[config.mk]
export PLATFORM = sky130hd
export DESIGN_NAME = instruction_fetch
export DESIGN_NICKNAME = d
export VERILOG_FILES = /design/src/rtl/instruction_fetch.sv
export SDC_FILE = /design/constraint.sdc
export NUM_CORES = 1
export LEC_CHECK = 0
export CAP_MARGIN = 15
export CELL_PAD_IN_SITES_DETAIL_PLACEMENT = 0
export CELL_PAD_IN_SITES_GLOBAL_PLACEMENT = 1
export CORE_ASPECT_RATIO = 1.1
export CORE_UTILIZATION = 30
export CTS_CLUSTER_SIZE = 40
export DETAILED_ROUTE_END_ITERATION = 16
export PLACE_DENSITY = 0.62
export RECOVER_POWER = 100
export SLEW_MARGIN = 20
export SYNTH_ARGS = -nofsm -noshare
export SYNTH_HDL_FRONTEND = slang
export SYNTH_SLANG_ARGS = --single-unit
[constraint.sdc]
create_clock -name clk -period 5.45 [get_ports clk]
set_input_delay 1.09 -clock clk [delete_from_list [all_inputs] [get_ports clk]]
set_output_delay 1.09 -clock clk [all_outputs]
set_load 0.05 [all_outputs]
[src/rtl/instruction_fetch.sv]
// rtl/instruction_fetch.sv - instruction fetch stage: PC, single-outstanding imem fetch, output register with hold buffer
//
// Ports:
//   clk, rst_n                       clock, asynchronous active-low reset
//   imem_req_valid/ready/addr        fetch request channel (word aligned address)
//   imem_resp_valid/data             fetch response, at least one cycle after acceptance
//   redirect_valid/pc                PC redirect from branch resolution, highest priority
//   inst_valid/ready, inst, inst_pc  output register towards decode
//   opcode                           inst[6:0], always driven from the output register
module instruction_fetch #(
    parameter int               XLEN     = 32,
    parameter logic [XLEN-1:0]  RESET_PC = '0
) (
    input  logic            clk,
    input  logic            rst_n,
    output logic            imem_req_valid,
    input  logic            imem_req_ready,
    output logic [XLEN-1:0] imem_req_addr,
    input  logic            imem_resp_valid,
    input  logic [XLEN-1:0] imem_resp_data,
    input  logic            redirect_valid,
    input  logic [XLEN-1:0] redirect_pc,
    output logic            inst_valid,
    input  logic            inst_ready,
    output logic [XLEN-1:0] inst,
    output logic [XLEN-1:0] inst_pc,
    output logic [6:0]      opcode
);

    typedef enum logic [2:0] {
        S_RST,
        S_REQ,
        S_WAIT,
        S_HOLD,
        S_DRAIN
    } state_t;

    localparam logic [XLEN-1:0] ALIGN_MASK = {{(XLEN-2){1'b1}}, 2'b00};
    localparam logic [XLEN-1:0] WORD_STEP  = XLEN'(4);

    state_t          state;
    logic [XLEN-1:0] pc;
    logic [XLEN-1:0] req_pc;
    logic [XLEN-1:0] hold_data;
    logic [XLEN-1:0] hold_pc;
    logic            hold_valid;

    // Request channel is a pure decode of registered state, so nothing on the
    // input side can reach it combinationally.
    assign imem_req_valid = (state == S_REQ);
    assign imem_req_addr  = pc;
    assign opcode         = inst[6:0];

    always_ff @(posedge clk or negedge rst_n) begin
        if (!rst_n) begin
            state      <= S_RST;
            pc         <= RESET_PC;
            req_pc     <= RESET_PC;
            inst_valid <= 1'b0;
            inst       <= '0;
            inst_pc    <= '0;
            hold_data  <= '0;
            hold_pc    <= '0;
            hold_valid <= 1'b0;
        end else begin
            // Consumption without a new load empties the output register;
            // a load further down overrides this.
            if (inst_valid && inst_ready) begin
                inst_valid <= 1'b0;
            end

            if (state != S_RST && redirect_valid) begin
                pc         <= redirect_pc & ALIGN_MASK;
                inst_valid <= 1'b0;
                hold_valid <= 1'b0;
                // Any fetch still in flight after this edge must be drained
                // so its data never reaches the output register.
                case (state)
                    S_REQ:   state <= imem_req_ready  ? S_DRAIN : S_REQ;
                    S_WAIT:  state <= imem_resp_valid ? S_REQ   : S_DRAIN;
                    S_DRAIN: state <= imem_resp_valid ? S_REQ   : S_DRAIN;
                    default: state <= S_REQ;
                endcase
            end else begin
                case (state)
                    S_RST: begin
                        state <= S_REQ;
                    end
                    S_REQ: begin
                        if (imem_req_ready) begin
                            req_pc <= pc;
                            pc     <= pc + WORD_STEP;
                            state  <= S_WAIT;
                        end
                    end
                    S_WAIT: begin
                        if (imem_resp_valid) begin
                            if (!inst_valid || inst_ready) begin
                                inst       <= imem_resp_data;
                                inst_pc    <= req_pc;
                                inst_valid <= 1'b1;
                                state      <= S_REQ;
                            end else begin
                                hold_data  <= imem_resp_data;
                                hold_pc    <= req_pc;
                                hold_valid <= 1'b1;
                                state      <= S_HOLD;
                            end
                        end
                    end
                    S_HOLD: begin
                        // No new fetch is issued until the buffered word moves out.
                        if (inst_ready && hold_valid) begin
                            inst       <= hold_data;
                            inst_pc    <= hold_pc;
                            inst_valid <= 1'b1;
                            hold_valid <= 1'b0;
                            state      <= S_REQ;
                        end
                    end
                    S_DRAIN: begin
                        if (imem_resp_valid) begin
                            state <= S_REQ;
                        end
                    end
                    default: begin
                        state <= S_RST;
                    end
                endcase
            end
        end
    end

endmodule

After elaboration in Yosys (flattened, before gate mapping)
Index checks and enable logic that the tools add are counted.

Bitwise logic cells: 2. Equal/unequal tests: 12. Multiplexer cells: 32. Reductions and logical operators: 18. $add $sub $neg: 1.

Operators by type and width (count): 2-to-1 mux 32 bit (9); case mux 32 bit (2 select lines) (2); adder 32 x 3 -> 32 bit, second input constant (1); 2-to-1 mux 3 bit (7); case mux 3 bit (5 select lines) (1); != test 3 bit, second input constant (4); AND reduction 4 bit (3); 2-to-1 mux 1 bit (9); == test 3 x 2 -> 1 bit, second input constant (2); != test 2 bit, second input constant (3); case mux 3 bit (2 select lines) (1); nonzero test 2 bit (3); nonzero test 3 bit (2); AND reduction 5 bit (1); case mux 1 bit (2 select lines) (2); == test 3 x 1 -> 1 bit, second input constant (1); == test 3 bit, second input constant (1); logical AND 1 bit (3); zero test 3 bit (1); != test 3 x 1 -> 1 bit, second input constant (1); AND reduction 3 bit (1); 2-to-1 mux 2 bit (1); NOT 1 bit (2); AND reduction 2 bit (1); 3 further kinds (3).

Input bits: 70. Word-level logic and storage cells: 74. Bits in registers: 197. Output and inout bits: 105.

Depth between registers and ports, before layout
Depth in word-level cells: 6. Depth in mapped cells: 7. Depth with buffers taken out: 6.

Worst setup path after synthesis
Ideal clock, no wire load.

Kind: register to output. Start point: reg state[1]. End point: out imem_req_valid. Path slack: 2627 ps. Stages on the path, launching flop included: 3. Buffers on the path: 1. Arrival: 1733 ps. Path through: dfrtp_1 buf_4 nor3b_1.

Longest elaborated chain between the ends: 1.

Ends and longest elaborated chain: start, declared (line 41) `state_t state;`; start signal, assigned (line 79) `S_REQ: state <= imem_req_ready ? S_DRAIN : S_REQ;`; start signal, assigned (line 80) `S_WAIT: state <= imem_resp_valid ? S_REQ : S_DRAIN;`; start signal, assigned (line 81) `S_DRAIN: state <= imem_resp_valid ? S_REQ : S_DRAIN;`; == test 3 x 1 -> 1 bit (line 50) `assign imem_req_valid = (state == S_REQ);`; end, declared (line 16) `output logic imem_req_valid,`.

Every way passes these cells.

Final worst setup path
Start point: in inst_ready. End point: reg inst[19].

Longest elaborated chain between the ends: 3.

Ends and longest elaborated chain: start, declared (line 24) `input logic inst_ready,`; logical AND 1 bit or logical OR 1 bit (tied branches) (line 113, 98); != test 2 bit (no line); AND reduction 5 bit (no line) *; end signal, assigned (line 99) `inst <= imem_resp_data;`; end signal, assigned (line 114) `inst <= hold_data;`; end, declared (line 25) `output logic [XLEN-1:0] inst,`.

Mark *: on every way between the ends. The rest lies on a longest branch, timed or not. A chain may end at the register's enable or synchronous reset.

==> metrics <==
outcome finished with violations; failing checks capacitance limit, slew limit; count of boundary I/O pins 175; slowest CP cell sky130_fd_sc_hd__clkbuf_2; number of search-and-repair iterations in the first detailed-routing pass 4; Register-to-Register Setup Slack 1810 ps; DIE HEIGHT 177 µm; gr usage total 14.7%; routed vias 5705; final net count 928; RD Place Congestion 0.736; Post-route DRC 0; delay contributed by the slowest stage of the critical path 1280 ps; share of cells above drive strength 1 15.3%; CP Data Arrival Time 4280 ps; core region area 0.0272 mm²; Overflow after GRT 0; setup tns final 0 ps; worst hold slack 504 ps; YS warnings 0; Worst Reg2Reg Path Length in Cells 6; post-synthesis cell area 0.00837 mm²; die width 161 µm; top library cells by usage in the layout, fill and taps aside sky130_fd_sc_hd__dfrtp_1, sky130_fd_sc_hd__dlygate4sd3_1, sky130_fd_sc_hd__mux2_2; commonest non-fill, non-tap cell in the layout sky130_fd_sc_hd__dfrtp_1; post-detailed-route via-to-cell ratio 4.65; number of instances in the synthesized netlist 714; first-pass GRT wire length 32400 µm; layout overhead on the synthesized area 30.1%; Final ANT Viol Nets 0; Final period util 75.0%; max_cap viols 5; sequential cell area fraction in the yosys report 56.5%; placed wire-length estimate after detailed placement 12900 µm; post-detailed-route wirelength per cell 16.1 µm; Clock Root Buffer sky130_fd_sc_hd__clkbuf_16; count of input and output buffers 168; worst min-delay path endpoint hold_pc[25]$_DFFE_PN0P_; relative slew slack -102%; DRC marker count from the first detailed-route iteration 346; classification of the worst setup path input pin to register; leakage power 0.00507 µW; worst min-delay path startpoint hold_pc[25]$_DFFE_PN0P_; setup repair after global routing missed its margin false; total die area 0.0286 mm²; class of the worst hold path register to register; maximum count of clock buffers along a single path 2; clock insertion delay at the later pin of the skew report 430 ps; worst-case vdd ir drop 0.294 mV; Post-Syn Area per Cell 11.7 µm²; clock transition at the registers of the reported paths 70 ps; RR Startpoint state[2]$_DFFE_PN0P_; buffers inserted by post-CTS timing repair 0; antenna violations before repair 0; CTS Hold Buffers Added 0; destination of the worst register-to-register timing path inst[19]$_DFFE_PN0P_; number of global-route vias before repair 5724; clock tree from TritonCTS done; required time at the worst-slack endpoint 5640 ps; number of gates resized after CTS 0; distinct cell type count of the synthesized netlist 43; power density relative to cell area 628 mW/mm²; Final setup violation count 0; pin count of the biggest net entering global routing 125; TritonCTS buffer count 17; Final min period 4090 ps; endpoints failing hold 0; Fmax 245 MHz; hold depth 1; actual slew at the worst max-slew pin 3030 ps; critical path startpoint category input pin; std cell rows 63; critical-path cell list dlygate4sd3_1, a311oi_1, nor4_4, clkbuf_2, nor2_1, a21oi_1; clk_skew 13.7 ps; post-synthesis register bit count 189; wirelength, routed 19800 µm; Initial Utilization 30.8%; number of sinks on the clock net 189; kind of end point of the critical path register; diodes inserted 0; Slew Limit Fails 388; largest fanout on the critical path 124; H-tree Lvls 4
## sequential cells by signal, indices dropped and copies added (netlist names)
| register | cells |
|---|---|
| hold_data | 32 |
| inst | 32 |
| hold_pc | 30 |
| imem_req_addr | 30 |
| inst_pc | 30 |
| req_pc | 30 |
| state | 3 |
| hold_valid | 1 |
| inst_valid | 1 |
## where the power goes
| part | internal, µW | switching [µW] |
|---|---|---|
| Combinational | 1050 | 2100 |
| Clock | 735 | 584 |
| Sequential | 1930 | 439 |
## synth_stat cells (all sizes together)
library cell  count  area [µm²]
dfrtp           189        4730
nand3b            3        22.5
nand4            12        75.1
inv               4        15.0
a22o              1        8.76
a21o              1        7.51
nor4              2        42.5
or2               1        6.26
nand2            42         158
and2              2        12.5
nor2b             1        6.26
and4bb            1        12.5
a311oi            1        15.0
clkbuf           18        67.6
ha                1        12.5
or3               2        12.5
nand4bb           1        11.3
nor3b             3        22.5
mux2i            63         631
nor3              3        15.0
o21a              1        7.51
a31oi             2        12.5
xnor2             6        52.6
buf              35         205
nand3            11        55.1
o311ai            2        17.5
nand2b            4        25.0
a21oi            64         320
xor2             20         175
o31a              1        8.76
o21ai            31         155
o211ai            2        15.0
o31ai             1        12.5
and3              9        56.3
nor2             75         282
mux2             91        1020
o22ai             1        6.26
and4              4        35.0
nor4b             1        8.76
a32o              1        10.0
conb              1        3.75
## logic make-up (layout without fill, tap and decap cells)
family | count (synthesis) | after routing | synth area share, %
buf+inv | 57 | 210 | 3.44
compound gates | 109 | 109 | 7.13
mux | 154 | 154 | 19.8
simple gates | 177 | 177 | 10.3
fa+ha+maj | 1 | 1 | 0.149
flops | 189 | 189 | 56.5
other cells | 1 | 4 | 0.0448
xor+xnor | 26 | 26 | 2.72
## worst max-delay path, delay by kind of cell
family / cells / cell delay, ps
buffers and inverters: 2 / 1870
AO/OA/AOI/OAI: 2 / 760
AND/OR/NAND/NOR: 2 / 500
## worst max path at each step
| stage | startpoint | to | slack (ps) | depth (start not counted) |
|---|---|---|---|---|
| 3_3_place_gp | inst_ready | hold_data[16]$_DFFE_PN0P_ | 1680 | 5 |
| 3_5_place_dp | inst_ready | hold_data[25]$_DFFE_PN0P_ | 1670 | 5 |
| 6_report | inst_ready | inst[19]$_DFFE_PN0P_ | 1360 | 6 |
| 2_1_floorplan | state[1]$_DFFE_PN0P_ | imem_req_valid | 2630 | 2 |
| 4_1_cts | state[0]$_DFFE_PN0P_ | imem_req_valid | 1970 | 2 |
| 5_1_grt | imem_resp_valid | inst[9]$_DFFE_PN0P_ | 990 | 7 |
## final cells by class
class                           count  area (µm²)
Clock buffer                       18         429
Clock inverter                     14         184
Fill cell                        2666       16300
Inverter                            4        15.0
Multi-Input combinational cell    471        3360
Sequential cell                   189        4730
Tap cell                          357         447
Timing Repair Buffer              174        1730
## metrics by stage
step | cell area (µm²) | power (µW) | setup WS, ps | std cells | util [%]
after floorplan | 8380 | 4590 | 2630 | 717 | -
after global placement | 10300 | 5710 | 1680 | 1195 | 38.0
after detailed placement | 10300 | 5750 | 1670 | 1195 | 38.0
after CTS | 10900 | 7090 | 1970 | 1227 | 40.2
after global routing | 10900 | 7260 | 985 | 1227 | 40.1
final | 10900 | 6840 | 1360 | 1227 | 40.1
## per-layer routing
layer  global-route usage (%)  vias up  wire, µm
li1                         -     2793         -
met1                     20.9     2782      9850
met2                     22.4      117      8990
met3                     3.00       13       738
met4                     4.36        0       204
met5                        0        -         0
No activity file was read; power rests on OpenSTA's default activity.
